[config.mk]
export PLATFORM = sky130hd
export DESIGN_NAME = spi_cmd_regs
export DESIGN_NICKNAME = d
export VERILOG_FILES = /design/src/rtl/spi_regs_pkg.sv /design/src/rtl/spi_cmd_regs_counter_core.sv /design/src/rtl/spi_cmd_regs.sv
export SDC_FILE = /design/constraint.sdc
export NUM_CORES = 1
export LEC_CHECK = 0
export ABC_AREA = 1
export CAP_MARGIN = 0
export CORE_ASPECT_RATIO = 0.8
export CORE_MARGIN = 3
export CORE_UTILIZATION = 63
export CTS_CLUSTER_DIAMETER = 60
export DETAILED_ROUTE_END_ITERATION = 12
export GPL_TIMING_DRIVEN = 0
export HOLD_SLACK_MARGIN = 0.12
export PLACE_DENSITY = 0.85
export REMOVE_ABC_BUFFERS = 1
export SETUP_SLACK_MARGIN = 0.4
export SLEW_MARGIN = 0
export SYNTH_ARGS = -nofsm -noshare
export SYNTH_HDL_FRONTEND = slang
export SYNTH_SLANG_ARGS = --single-unit
export TNS_END_PERCENT = 50
[constraint.sdc]
create_clock -name clk -period 5.8 [get_ports clk]
set_input_delay 1.16 -clock clk [delete_from_list [all_inputs] [get_ports clk]]
set_output_delay 1.16 -clock clk [all_outputs]
set_load 0.005 [all_outputs]
[src/rtl/spi_regs_pkg.sv]
// spi_regs_pkg: shared register map, CTRL bit positions, command layout and FSM state type
package spi_regs_pkg;
    localparam logic [2:0] ADDR_CTRL     = 3'd0;
    localparam logic [2:0] ADDR_PRESCALE = 3'd1;
    localparam logic [2:0] ADDR_COUNT_LO = 3'd2;
    localparam logic [2:0] ADDR_COUNT_HI = 3'd3;
    localparam logic [2:0] ADDR_LED      = 3'd4;
    localparam logic [2:0] ADDR_STATUS   = 3'd5;
    localparam logic [2:0] ADDR_ID       = 3'd6;
    localparam logic [2:0] ADDR_SCRATCH  = 3'd7;
    localparam int CTRL_EN       = 0;
    localparam int CTRL_DOWN     = 1;
    localparam int CTRL_CLR      = 2;
    localparam int CMD_WRITE_BIT = 7;
    localparam int LED_W         = 5;
    typedef enum logic [2:0] {ST_IDLE, ST_CMD, ST_WRITE, ST_READ, ST_IGNORE} state_t;
    function automatic logic cmd_ok(input logic [7:0] b);
        return b[6:3] == 4'd0;
    endfunction
endpackage

[src/rtl/spi_cmd_regs_counter_core.sv]
// counter_core: free-running base divider, programmable prescaler and 16-bit up/down counter
//   in:  clk, rst, en, down, clr, prescale[7:0], load_lo, load_hi, load_data[7:0]
//   out: count[15:0], ovf_pulse (one cycle, on a counted wrap)
module counter_core #(
    parameter int DIV_W = 16
) (
    input  logic        clk,
    input  logic        rst,
    input  logic        en,
    input  logic        down,
    input  logic        clr,
    input  logic [7:0]  prescale,
    input  logic        load_lo,
    input  logic        load_hi,
    input  logic [7:0]  load_data,
    output logic [15:0] count,
    output logic        ovf_pulse
);
    logic [DIV_W-1:0] div_q, div_d;
    logic [7:0]       pre_q, pre_d;
    logic [15:0]      cnt_q, cnt_d;
    logic             strobe, tick, load;

    always_comb begin
        strobe = en && (div_q == {DIV_W{1'b1}});
        tick   = strobe && (pre_q == prescale);
        load   = load_lo || load_hi;
        div_d  = en ? div_q + {{(DIV_W-1){1'b0}}, 1'b1} : div_q;
        // a prescale lowered below the running count restarts the prescaler
        pre_d  = (pre_q > prescale) ? 8'd0 : strobe ? (tick ? 8'd0 : pre_q + 8'd1) : pre_q;
        cnt_d  = tick ? (down ? cnt_q - 16'd1 : cnt_q + 16'd1) : cnt_q;
        // a host write to either count byte replaces the tick result
        if (load)
            cnt_d = {load_hi ? load_data : cnt_q[15:8], load_lo ? load_data : cnt_q[7:0]};
        if (clr) begin
            cnt_d = '0;
            pre_d = '0;
            div_d = '0;
        end
        ovf_pulse = tick && !load && !clr && (down ? cnt_q == 16'h0000 : cnt_q == 16'hFFFF);
    end

    always_ff @(posedge clk) begin
        if (rst) begin
            div_q <= '0;
            pre_q <= '0;
            cnt_q <= '0;
        end else begin
            div_q <= div_d;
            pre_q <= pre_d;
            cnt_q <= cnt_d;
        end
    end

    assign count = cnt_q;
endmodule

[src/rtl/spi_cmd_regs.sv]
// spi_cmd_regs: SPI command/address/data decoder driving an 8-entry register file and counter
//   in:  clk, rst, cs_n, rx_valid, rx_data[7:0]
//   out: tx_data[7:0] (reply for next transfer), leds[4:0], count[15:0]
module spi_cmd_regs
    import spi_regs_pkg::*;
#(
    parameter int         DIV_W    = 16,
    parameter logic [7:0] ID_VALUE = 8'hA5
) (
    input  logic             clk,
    input  logic             rst,
    input  logic             cs_n,
    input  logic             rx_valid,
    input  logic [7:0]       rx_data,
    output logic [7:0]       tx_data,
    output logic [LED_W-1:0] leds,
    output logic [15:0]      count
);
    state_t           state_q, state_d;
    logic [2:0]       addr_q, addr_d, addr_inc, rd_addr;
    logic [7:0]       tx_q, tx_d, rd_data, status;
    logic [7:0]       prescale_q, prescale_d, scratch_q, scratch_d, shadow_q, shadow_d;
    logic [LED_W-1:0] led_q, led_d;
    logic             en_q, en_d, down_q, down_d, ovf_q, ovf_d, cs_prev_q;
    logic             byte_in, cmd_good, cmd_wr, rd_load, wr, clr, load_lo, load_hi, ovf_pulse;

    counter_core #(.DIV_W(DIV_W)) u_core (
        .clk       (clk),
        .rst       (rst),
        .en        (en_q),
        .down      (down_q),
        .clr       (clr),
        .prescale  (prescale_q),
        .load_lo   (load_lo),
        .load_hi   (load_hi),
        .load_data (rx_data),
        .count     (count),
        .ovf_pulse (ovf_pulse)
    );

    always_comb begin
        byte_in  = !cs_n && rx_valid;
        cmd_good = cmd_ok(rx_data);
        cmd_wr   = rx_data[CMD_WRITE_BIT];
        addr_inc = addr_q + 3'd1;
        rd_addr  = (state_q == ST_CMD) ? rx_data[2:0] : addr_inc;
        rd_load  = byte_in && ((state_q == ST_CMD && cmd_good && !cmd_wr) || state_q == ST_READ);
        wr       = byte_in && state_q == ST_WRITE;
        load_lo  = wr && addr_q == ADDR_COUNT_LO;
        load_hi  = wr && addr_q == ADDR_COUNT_HI;
        status   = {7'd0, ovf_q};
    end

    always_comb begin
        rd_data = 8'h00;
        case (rd_addr)
            ADDR_CTRL:     rd_data = {6'd0, down_q, en_q};
            ADDR_PRESCALE: rd_data = prescale_q;
            ADDR_COUNT_LO: rd_data = count[7:0];
            ADDR_COUNT_HI: rd_data = shadow_q;
            ADDR_LED:      rd_data = {{(8-LED_W){1'b0}}, led_q};
            ADDR_STATUS:   rd_data = status;
            ADDR_ID:       rd_data = ID_VALUE;
            default:       rd_data = scratch_q;
        endcase
    end

    always_comb begin
        state_d = state_q;
        addr_d  = addr_q;
        tx_d    = tx_q;
        if (cs_n) begin
            state_d = ST_IDLE;
            tx_d    = status;
        end else if (state_q == ST_IDLE) begin
            tx_d = status;
            // only a genuine falling edge opens a transaction
            if (cs_prev_q)
                state_d = ST_CMD;
        end else if (rx_valid) begin
            case (state_q)
                ST_CMD: begin
                    if (!cmd_good) begin
                        state_d = ST_IGNORE;
                        tx_d    = 8'hFF;
                    end else begin
                        addr_d  = rx_data[2:0];
                        state_d = cmd_wr ? ST_WRITE : ST_READ;
                        tx_d    = cmd_wr ? 8'h00 : rd_data;
                    end
                end
                ST_WRITE: begin
                    addr_d = addr_inc;
                    tx_d   = 8'h00;
                end
                ST_READ: begin
                    addr_d = addr_inc;
                    tx_d   = rd_data;
                end
                default: tx_d = 8'hFF;
            endcase
        end
    end

    always_comb begin
        en_d       = en_q;
        down_d     = down_q;
        prescale_d = prescale_q;
        led_d      = led_q;
        scratch_d  = scratch_q;
        ovf_d      = ovf_q;
        clr        = 1'b0;
        // the high byte is frozen whenever the low byte is handed to the host
        shadow_d   = (rd_load && rd_addr == ADDR_COUNT_LO) ? count[15:8] : shadow_q;
        if (wr) begin
            case (addr_q)
                ADDR_CTRL: begin
                    en_d   = rx_data[CTRL_EN];
                    down_d = rx_data[CTRL_DOWN];
                    clr    = rx_data[CTRL_CLR];
                end
                ADDR_PRESCALE: prescale_d = rx_data;
                ADDR_LED:      led_d      = rx_data[LED_W-1:0];
                ADDR_STATUS:   ovf_d      = ovf_q & ~rx_data[0];
                ADDR_SCRATCH:  scratch_d  = rx_data;
                default: ;
            endcase
        end
        if (ovf_pulse)
            ovf_d = 1'b1;
    end

    always_ff @(posedge clk) begin
        if (rst) begin
            state_q    <= ST_IDLE;
            addr_q     <= '0;
            tx_q       <= '0;
            en_q       <= 1'b0;
            down_q     <= 1'b0;
            prescale_q <= '0;
            led_q      <= '0;
            scratch_q  <= '0;
            shadow_q   <= '0;
            ovf_q      <= 1'b0;
            cs_prev_q  <= 1'b0;
        end else begin
            state_q    <= state_d;
            addr_q     <= addr_d;
            tx_q       <= tx_d;
            en_q       <= en_d;
            down_q     <= down_d;
            prescale_q <= prescale_d;
            led_q      <= led_d;
            scratch_q  <= scratch_d;
            shadow_q   <= shadow_d;
            ovf_q      <= ovf_d;
            cs_prev_q  <= cs_n;
        end
    end

    assign tx_data = tx_q;
    assign leds    = led_q;
endmodule
==> flow_summary.ini, run 1 <==
[run_status]
status = completed

[route]
drt_wl_total_um = 13800
vias = 5113
ant_nets = 0
routed_via_density = 5.85
drt_drc_violations_left = 0
routedWlPerCell_um = 15.8
drt_iter0_markers = 508
firstDrtPassIters = 5

[floorplanning]
die_area_um2 = 9190
dieWidth_um = 106
rows = 28
die_h_um = 86.3
initial_core_util = 0.669
ios = 41
design.core.area_um2 = 7600

[power]
power.density_nw_per_um2 = 197
p_seq_frac = 0.529
p_comb_frac = 0.042
swShare = 0.238
p_clk_frac = 0.429
p_int_w = 0.000862
leakage_nw = 2.32
vdd_drop_max_mv = 0.142
power.switching_w = 0.000269

[place]
gp_congestion = 0.964
dp_hpwl_um = 10300
io_buffers = 40

[logic_synthesis]
ys_seq_area_frac = 0.343
synth-main-ff-cell = dfxtp_1
synth_cell_type_count = 41
synth_area_per_cell_um2 = 6.98
syn_inst = 728
async_reset_ff_frac = 0
ys_top_cells_by_area = dfxtp_1, nand2_1, a21oi_1, ha_1, o21ai_0
synth_edf_count = 0
synth_top_area_cell = dfxtp_1
ys_seq_elements = 87
syn_area_um2 = 5080
synth.top_cell.area_share = 0.343
synth_warnings = 0

[final_layout]
final_cell_mix = nand2_1, a21oi_1, dfxtp_1
fin_nets = 807
fill_cells = 621
syn2layout_area_growth_pct = 13.1
diodes = 0
drive_above_1_share = 0.0572
regArea_um2 = 1740
final_common_cell = nand2_1
multi_input_area_um2 = 2940
final_core_util = 0.756

[worst_setup_path]
start_kind = input pin
cp.arrival_ns = 3.66
crit_path_max_fanout = 18
required_ns = 6.09
reg2reg_slack_ns = 3.12
worstSetupEndpointType = flop
critPathKind = in -> reg

[clock_tree]
clock_latency_ns = 0.36
cts.sinks = 87
clk_pin_slew_ns = 0.09
postCtsSetupBuffers = 0
cts_max_path_buffers = 2
htreeDepth = 3
cts_tree = done
root_buffer = clkbuf_8
cts_resized = 0
cts_buffers = 9
cts.hold.buffers_added = 0

[timing]
clock.fmax_mhz = 297
period_minus_slack_ns = 3.37
fin_skew_ns = 0.0103
setup_tns_ns = 0
slew_violations = 0
rsz0062_at_grt = false
finalHoldViolations = 0
setup_violations = 0
worst_pin_slew_ns = 0.945
timing.final.crit_share = 0.581
slew_headroom = 0.369

[worst_hold_path]
hold_path_class = reg -> reg

[global_routing]
grt.total_usage = 0.308
grt_pass1_vias = 4662
grt_max_degree = 36
antenna_found_initial = 0
grt_overflow = 0
grt_first_pass_wirelength_um = 22700

[job]
maxCapViolations = 0
==> power by group through the flow <==
stage / logic (W) / registers (W) / clock network (W)
finish: 0.0000471 / 0.000599 / 0.000485
CTS: 0.0000458 / 0.000599 / 0.000485
floorplan: 0.0000226 / 0.000613 / 0
global placement: 0.0000443 / 0.000613 / 0
detailed placement: 0.0000452 / 0.000613 / 0
global route: 0.0000514 / 0.000599 / 0.000513
==> worst max-delay path, stage by stage <==
cell and delay (ns):
clkdlybuf4s50_1 0.59, nand2_1 0.23, nor3_4 0.09, nand3_2 0.16, nor2_2 0.07, nor2_2 0.51
inv_2 0.29, nor2_1 0.24, o21ai_2 0.15, a21oi_1 0.15
==> synthesized netlist by cell type (3+ instances only) <==
master and instances:
o21ai_0 73, nand3_1 38, o21ai_2 3, dfxtp_1 87, inv_1 80, buf_6 3, nor2_1 75, a21oi_1 87
nand2_1 130, nor2_2 3, inv_2 4, nor4_1 6, xor2_1 10, or2_2 7, buf_2 3, o21ai_1 11
a21o_1 4, ha_1 30, nor3_1 6, xnor2_1 9, o31ai_1 3, nand4_1 11, nand2_2 4, a31oi_1 8
a21boi_0 6, clkbuf_1 7
==> worst paths after layout <==
check | start | depth (start not counted) | endpoint
setup / recovery | rx_valid | 10 | u_core.pre_q[0]
hold / removal | scratch_q[0] | 2 | scratch_q[0]
setup reg to reg | down_q | 13 | u_core.count[8]
hold reg to reg | scratch_q[0] | 2 | scratch_q[0]
==> kinds of logic after synthesis <==
logic type | after synthesis | synth area share
AND/OR/NAND/NOR | 288 | 0.251
AO/OA/AOI/OAI | 204 | 0.216
buffers and inverters | 99 | 0.0798
flip-flops | 87 | 0.343
adder cells (fa/ha/maj) | 31 | 0.0778
XOR/XNOR | 19 | 0.0327
==> through the flow <==
stage | instances | setup slack (ns) | area (um^2) | hold slack [ns] | total power (W)
after global routing | 874 | 2.22 | 5750 | 0.481 | 0.00116
final | 874 | 2.43 | 5750 | 0.463 | 0.00113
after global placement | 858 | 2.23 | 5520 | 0.440 | 0.000657
after CTS | 874 | 2.45 | 5750 | 0.463 | 0.00113
after floorplan | 713 | 3.24 | 4990 | 0.432 | 0.000635
after detailed placement | 858 | 2.12 | 5520 | 0.449 | 0.000658
==> per-layer routing <==
layer,vias to the layer above,track usage,share of wire
li1,2520,-,-
met1,2325,0.406,0.44
met2,225,0.501,0.45
met3,43,0.0588,0.082
met4,0,0.129,0.034
met5,-,0,0
==> layout make-up <==
cell class,count,share of cell area
Clock buffer,9,0.0215
Clock inverter,7,0.0178
Inverter,84,0.0548
Multi-Input combinational cell,542,0.510
Sequential cell,87,0.303
Tap cell,105,0.0228
Timing Repair Buffer,40,0.0696
==> sequential cells by signal, summed over array words and instances, names as in the netlist <==
signal and count:
leds 5, prescale_q 8, u_core.count 16, u_core.div_q 16
tx_data 8, ovf_q 1, down_q 1, u_core.pre_q 8
en_q 1, addr_q 3, cs_prev_q 1, scratch_q 8
shadow_q 8, state_q 3
Note: power is estimated with default switching activity, not from simulation.
==> run 2: changes to the inputs <==
--- a/config.mk
+++ b/config.mk
@@ -9,12 +9,12 @@
 export CAP_MARGIN = 0
 export CORE_ASPECT_RATIO = 0.8
 export CORE_MARGIN = 3
-export CORE_UTILIZATION = 63
+export CORE_UTILIZATION = 59
 export CTS_CLUSTER_DIAMETER = 60
 export DETAILED_ROUTE_END_ITERATION = 12
 export GPL_TIMING_DRIVEN = 0
 export HOLD_SLACK_MARGIN = 0.12
-export PLACE_DENSITY = 0.85
+export PLACE_DENSITY = 0.81
 export REMOVE_ABC_BUFFERS = 1
 export SETUP_SLACK_MARGIN = 0.4
 export SLEW_MARGIN = 0
==> constraint.sdc (replaced) <==
create_clock -name clk -period 3.3 [get_ports clk]
set_input_delay 0.66 -clock clk [delete_from_list [all_inputs] [get_ports clk]]
set_output_delay 0.66 -clock clk [all_outputs]
set_load 0.005 [all_outputs]
==> run 2 against run 1 <==
Sequential share of layout area is 0.079 points lower. Power grew 77%. Clock skew is 0.0052 ns higher. Worst setup slack got worse by 1.8 ns. Flip-flop and latch count is the same. Via count fell by 0.90%. Clock power increased by 78%. Sequential power up 75%. Worst hold slack improved by 0.0021 ns. First-iteration DRC count is 17% lower. Global-route usage decreased by 1.9 points. Combinational power increased by 76%. Critical path type unchanged. Critical endpoint is now u_core.pre_q[3]. Largest power group unchanged.
==> flow_summary.ini, run 2 (synthesis gave the netlist of run 1 again) <==
[place]
gp_congestion = 1.01
placed_cells = 861
postPlaceCellArea_um2 = 5530
io_buffers = 40
dp_hpwl_um = 10400
dp_slack_ns = 0.151

[global_routing]
antenna_found_initial = 0
grt_overflow = 0
grt_pass1_vias = 4695
grt.total_usage = 0.289
grt_max_degree = 36
grt_first_pass_wirelength_um = 22100

[power]
vdd_drop_max_mv = 0.336
power.density_nw_per_um2 = 346
leakage_nw = 2.32

[floorplanning]
ios = 41
rows = 29
dieWidth_um = 110
die_area_um2 = 9770
design.core.area_um2 = 8160
initial_core_util = 0.623
die_h_um = 89.0

[worst_hold_path]
min_from = scratch_q[5]
holdPathStages = 2
hold_path_class = reg -> reg
min_to = scratch_q[5]

[worst_setup_path]
cp_num_cells = 10
critPathKind = in -> reg
crit_path_max_fanout = 18
start_kind = input pin
crit_path_frequent_cell = nor2_1
reg2reg_slack_ns = 0.66
cp.arrival_ns = 2.93
crit_slowest_cell = clkdlybuf4s50_1
worstSetupEndpointType = flop
required_ns = 3.55
reg2reg_depth = 13
cp_top_family = simple AND/OR/NAND/NOR gates
regToRegStartpoint = down_q
reg2reg_to = u_core.count[8]
path_cells = clkdlybuf4s50_1 -> nand2_1 -> nor3_4 -> nand3_2 -> nor2_2 -> nor2_4 -> clkinv_2 -> nor2_1 -> o21ai_2 -> nor2_1
cp_num_buf_inv = 2
cp_slowest_stage_delay_ns = 0.70

[timing]
worst_pin_slew_ns = 0.887
rsz0062_at_grt = false
finalHoldViolations = 0
setup_tns_ns = 0
setup_violations = 0
timing.final.crit_share = 0.812
clock.fmax_mhz = 373
period_minus_slack_ns = 2.68
slew_violations = 0
slew_headroom = 0.408
timing.final.ws_setup_ns = 0.621
fin_skew_ns = 0.0155

[final_layout]
instances_no_fill = 877
diodes = 0
syn2layout_area_growth_pct = 13.4
final_core_util = 0.706
fill_cells = 695
final_cell_mix = nand2_1, a21oi_1, dfxtp_1
fin_nets = 807
regArea_um2 = 1740
final_common_cell = nand2_1
finish.instance_area_um2 = 5770
drive_above_1_share = 0.0572
multi_input_area_um2 = 2940

[route]
vias = 5067
routedWlPerCell_um = 15.5
drt_iter0_markers = 420
firstDrtPassIters = 5
routed_via_density = 5.78
drt_drc_violations_left = 0
ant_nets = 0
drt_wl_total_um = 13600

[clock_tree]
cts_buffers = 9
clk_pin_slew_ns = 0.09
clock_latency_ns = 0.37
cts.sinks = 87
cts_tree = done
cts.hold.buffers_added = 0
htreeDepth = 3
root_buffer = clkbuf_8
cts_max_path_buffers = 2
postCtsSetupBuffers = 0

[run_status]
status = completed

[job]
maxCapViolations = 0
## run 2: final cells by class
type,instances,share of cell area
Sequential cell,87,0.302
Inverter,84,0.0549
Clock buffer,11,0.0263
Tap cell,108,0.0234
Timing Repair Buffer,40,0.0694
Clock inverter,5,0.0139
Multi-Input combinational cell,542,0.510
## run 2: where the power goes
part           leakage, nW  internal (W)  switching [W]
clock                0.112      0.000466       0.000396
sequential           0.701       0.00105     0.00000197
combinational         1.50     0.0000261      0.0000568
total                 2.32       0.00154       0.000455
## run 2: metrics by stage
stage	hold WS, ns	power (W)
floorplan	0.432	0.00112
global placement	0.440	0.00116
detailed placement	0.449	0.00116
CTS	0.462	0.00200
global route	0.483	0.00205
finish	0.465	0.00200
## run 2: routing by layer
| metal | up-vias | global-route usage | share of wire |
|---|---|---|---|
| met4 | 0 | 0.101 | 0.021 |
| met3 | 33 | 0.0614 | 0.081 |
| li1 | 2525 | - | - |
| met2 | 212 | 0.471 | 0.45 |
| met1 | 2297 | 0.382 | 0.45 |
| met5 | - | 0 | 0 |
## run 2: worst min-delay path, cell delays in order (launching register included)
cell     delay (ns)
dfxtp_1        0.30
inv_1          0.06
a21oi_1        0.06
## run 2: what timing repair did
item,CTS,global route
gates resized for setup,0,2
endpoints found under the setup margin,0,8
hold endpoints to repair,0,0
## run 2: how the worst max path moves through the flow
stage | startpoint | to | slack, ns
2_1_floorplan | cs_n | u_core.pre_q[3] | 1.24
3_3_place_gp | rx_valid | u_core.pre_q[0] | 0.22
3_5_place_dp | rx_valid | u_core.pre_q[0] | 0.15
4_1_cts | rx_valid | u_core.pre_q[0] | 0.54
5_1_grt | rx_valid | u_core.pre_q[0] | 0.43
6_report | rx_valid | u_core.pre_q[3] | 0.62
==> run 3: changes to the inputs <==
==> constraint.sdc (replaced) <==
create_clock -name clk -period 2.74 [get_ports clk]
set_input_delay 0.548 -clock clk [delete_from_list [all_inputs] [get_ports clk]]
set_output_delay 0.548 -clock clk [all_outputs]
set_load 0.005 [all_outputs]
==> run 3 against run 2 <==
Clock power is 21% higher. Global-route usage is 0.14 points higher. Worst hold slack better by 0.0014 ns. Power is 21% higher. Sequential power is 21% higher. Largest cell class unchanged. Clock skew hardly changed. Design area is 2.2% higher. Via count is 2.5% higher. Sequential share of layout area is 0.58 points lower. First-iteration DRC count is 23% higher. Flip-flop and latch count stayed put. Critical path depth is 1 lower.
==> flow_summary.ini, run 3 (synthesis gave the netlist of run 1 again) <==
[run_status]
status = completed

[worst_setup_path]
cp_num_cells = 9
cp_top_family = buffers and inverters
regToRegStartpoint = addr_q[0]
reg2reg_slack_ns = 0.52
path_cells = clkdlybuf4s50_1 -> nand3_1 -> nand2_1 -> nand2_1 -> nor2_1 -> inv_1 -> o211ai_1 -> nand2_1 -> a21oi_1
cp_slowest_stage_delay_ns = 0.74
cp_num_buf_inv = 2
start_kind = input pin
required_ns = 3.05
worstSetupEndpointType = flop
startpoint = rx_data[0]
reg2reg_to = tx_data[6]
cp.arrival_ns = 2.56
crit_path_max_fanout = 8
crit_path_frequent_cell = nand2_1
reg2reg_depth = 10
crit_slowest_cell = clkdlybuf4s50_1
critPathKind = in -> reg
endpoint = tx_data[6]

[worst_hold_path]
hold_path_class = reg -> reg

[route]
wl_met2_um = 6550
met3WireLength_um = 1180
met1_length_um = 6130
firstDrtPassIters = 5
dr.max_layer_used = met4
routed_via_density = 5.87
drt_wl_total_um = 14200
drt_iter0_markers = 516
drt_drc_violations_left = 0
vias = 5194
routedWlPerCell_um = 16.0
ant_nets = 0

[clock_tree]
cts_max_path_buffers = 2
cts.hold.buffers_added = 0
clock_latency_ns = 0.37
cts_buffers = 9
cts.sinks = 87
root_buffer = clkbuf_8
clk_pin_slew_ns = 0.08
cts_tree = done
htreeDepth = 3

[place]
dp_slack_ns = -0.297
dp_hpwl_um = 10400
io_buffers = 40
gp_congestion = 1.01

[timing]
slew_violations = 0
setup_violations = 0
slew_headroom = 0.541
timing.final.ws_setup_ns = 0.491
timing.final.crit_share = 0.821
rsz0062_at_grt = true
clock.fmax_mhz = 445
period_minus_slack_ns = 2.25
fin_skew_ns = 0.0152
finalHoldViolations = 0
worst_pin_slew_ns = 0.688
setup_tns_ns = 0

[final_layout]
syn2layout_area_growth_pct = 16.0
final_common_cell = nand2_1
diodes = 0
drive_above_1_share = 0.0759
fill_cells = 671
fin_nets = 815
final_core_util = 0.722
final_cell_mix = nand2_1, a21oi_1, dfxtp_1

[job]
maxCapViolations = 0

[power]
leakage_nw = 2.36
power.density_nw_per_um2 = 409
vdd_drop_max_mv = 0.405

[floorplanning]
rows = 29
design.core.area_um2 = 8160
dieWidth_um = 110
ios = 41
initial_core_util = 0.623
die_h_um = 89.0
die_area_um2 = 9770

[global_routing]
grt_first_pass_wirelength_um = 22200
grt.total_usage = 0.290
grt_max_degree = 36
antenna_found_initial = 0
grt_pass1_vias = 4701
grt_overflow = 0
-- run 3: cell count changes in the layout (fill, tap and decap cells not counted), sizes merged --
| cell | change |
|---|---|
| buf | +7 |
| clkdlybuf4s50 | -2 |
| clkinv | -1 |
| clkinvlp | +2 |
| dlygate4sd2 | +1 |
| dlymetal6s2s | +1 |
-- run 3: area by class of cell --
class                           instances  area [um^2]  share of cell area
Tap cell                              108          135              0.0229
Inverter                               84          327              0.0554
Timing Repair Buffer                   47          454              0.0771
Sequential cell                        87         1750               0.296
Clock inverter                          5         80.1              0.0136
Timing Repair inverter                  1         5.00            0.000849
Multi-Input combinational cell        542         3000               0.508
Clock buffer                           11          151              0.0257
-- run 3: timing repair --
item | 4_1_cts | 5_1_grt
cloned | 0 | 1
setup buffers | 0 | 7
endpoints found under the setup margin | 43 | 45
pin swaps | 0 | 4
gates resized for setup | 6 | 15
-- run 3: worst min path at each step --
stage	startpoint	end	slack (ns)	cells past startpoint
floorplan	scratch_q[0]	scratch_q[0]	0.43	2
global placement	scratch_q[0]	scratch_q[0]	0.44	2
detailed placement	scratch_q[1]	scratch_q[1]	0.45	2
CTS	scratch_q[1]	scratch_q[1]	0.46	2
global route	scratch_q[0]	scratch_q[0]	0.48	2
finish	scratch_q[5]	scratch_q[5]	0.47	2
-- run 3: power by group --
part           switching (W)  internal, W
registers         0.00000234      0.00126
clock network       0.000475     0.000562
logic              0.0000740    0.0000319
-- run 3: tightest hold or removal path, cell delays in order, from the launching register on --
cell	delay, ns
dfxtp_1	0.30
inv_1	0.06
a21oi_1	0.06
-- run 3: routing by layer --
layer | vias up | track usage
met4 | 0 | 0.102
met2 | 243 | 0.476
met3 | 38 | 0.0621
met1 | 2370 | 0.381
li1 | 2543 | -
met5 | - | 0
-- run 3: metrics by stage --
step	area, um^2	hold slack, ns	total power (W)	instances
after detailed placement	5530	0.449	0.00139	861
after floorplan	4990	0.432	0.00135	713
final	5890	0.467	0.00241	885
after global placement	5530	0.440	0.00139	861
after CTS	5780	0.462	0.00241	877
after global routing	5890	0.483	0.00247	885
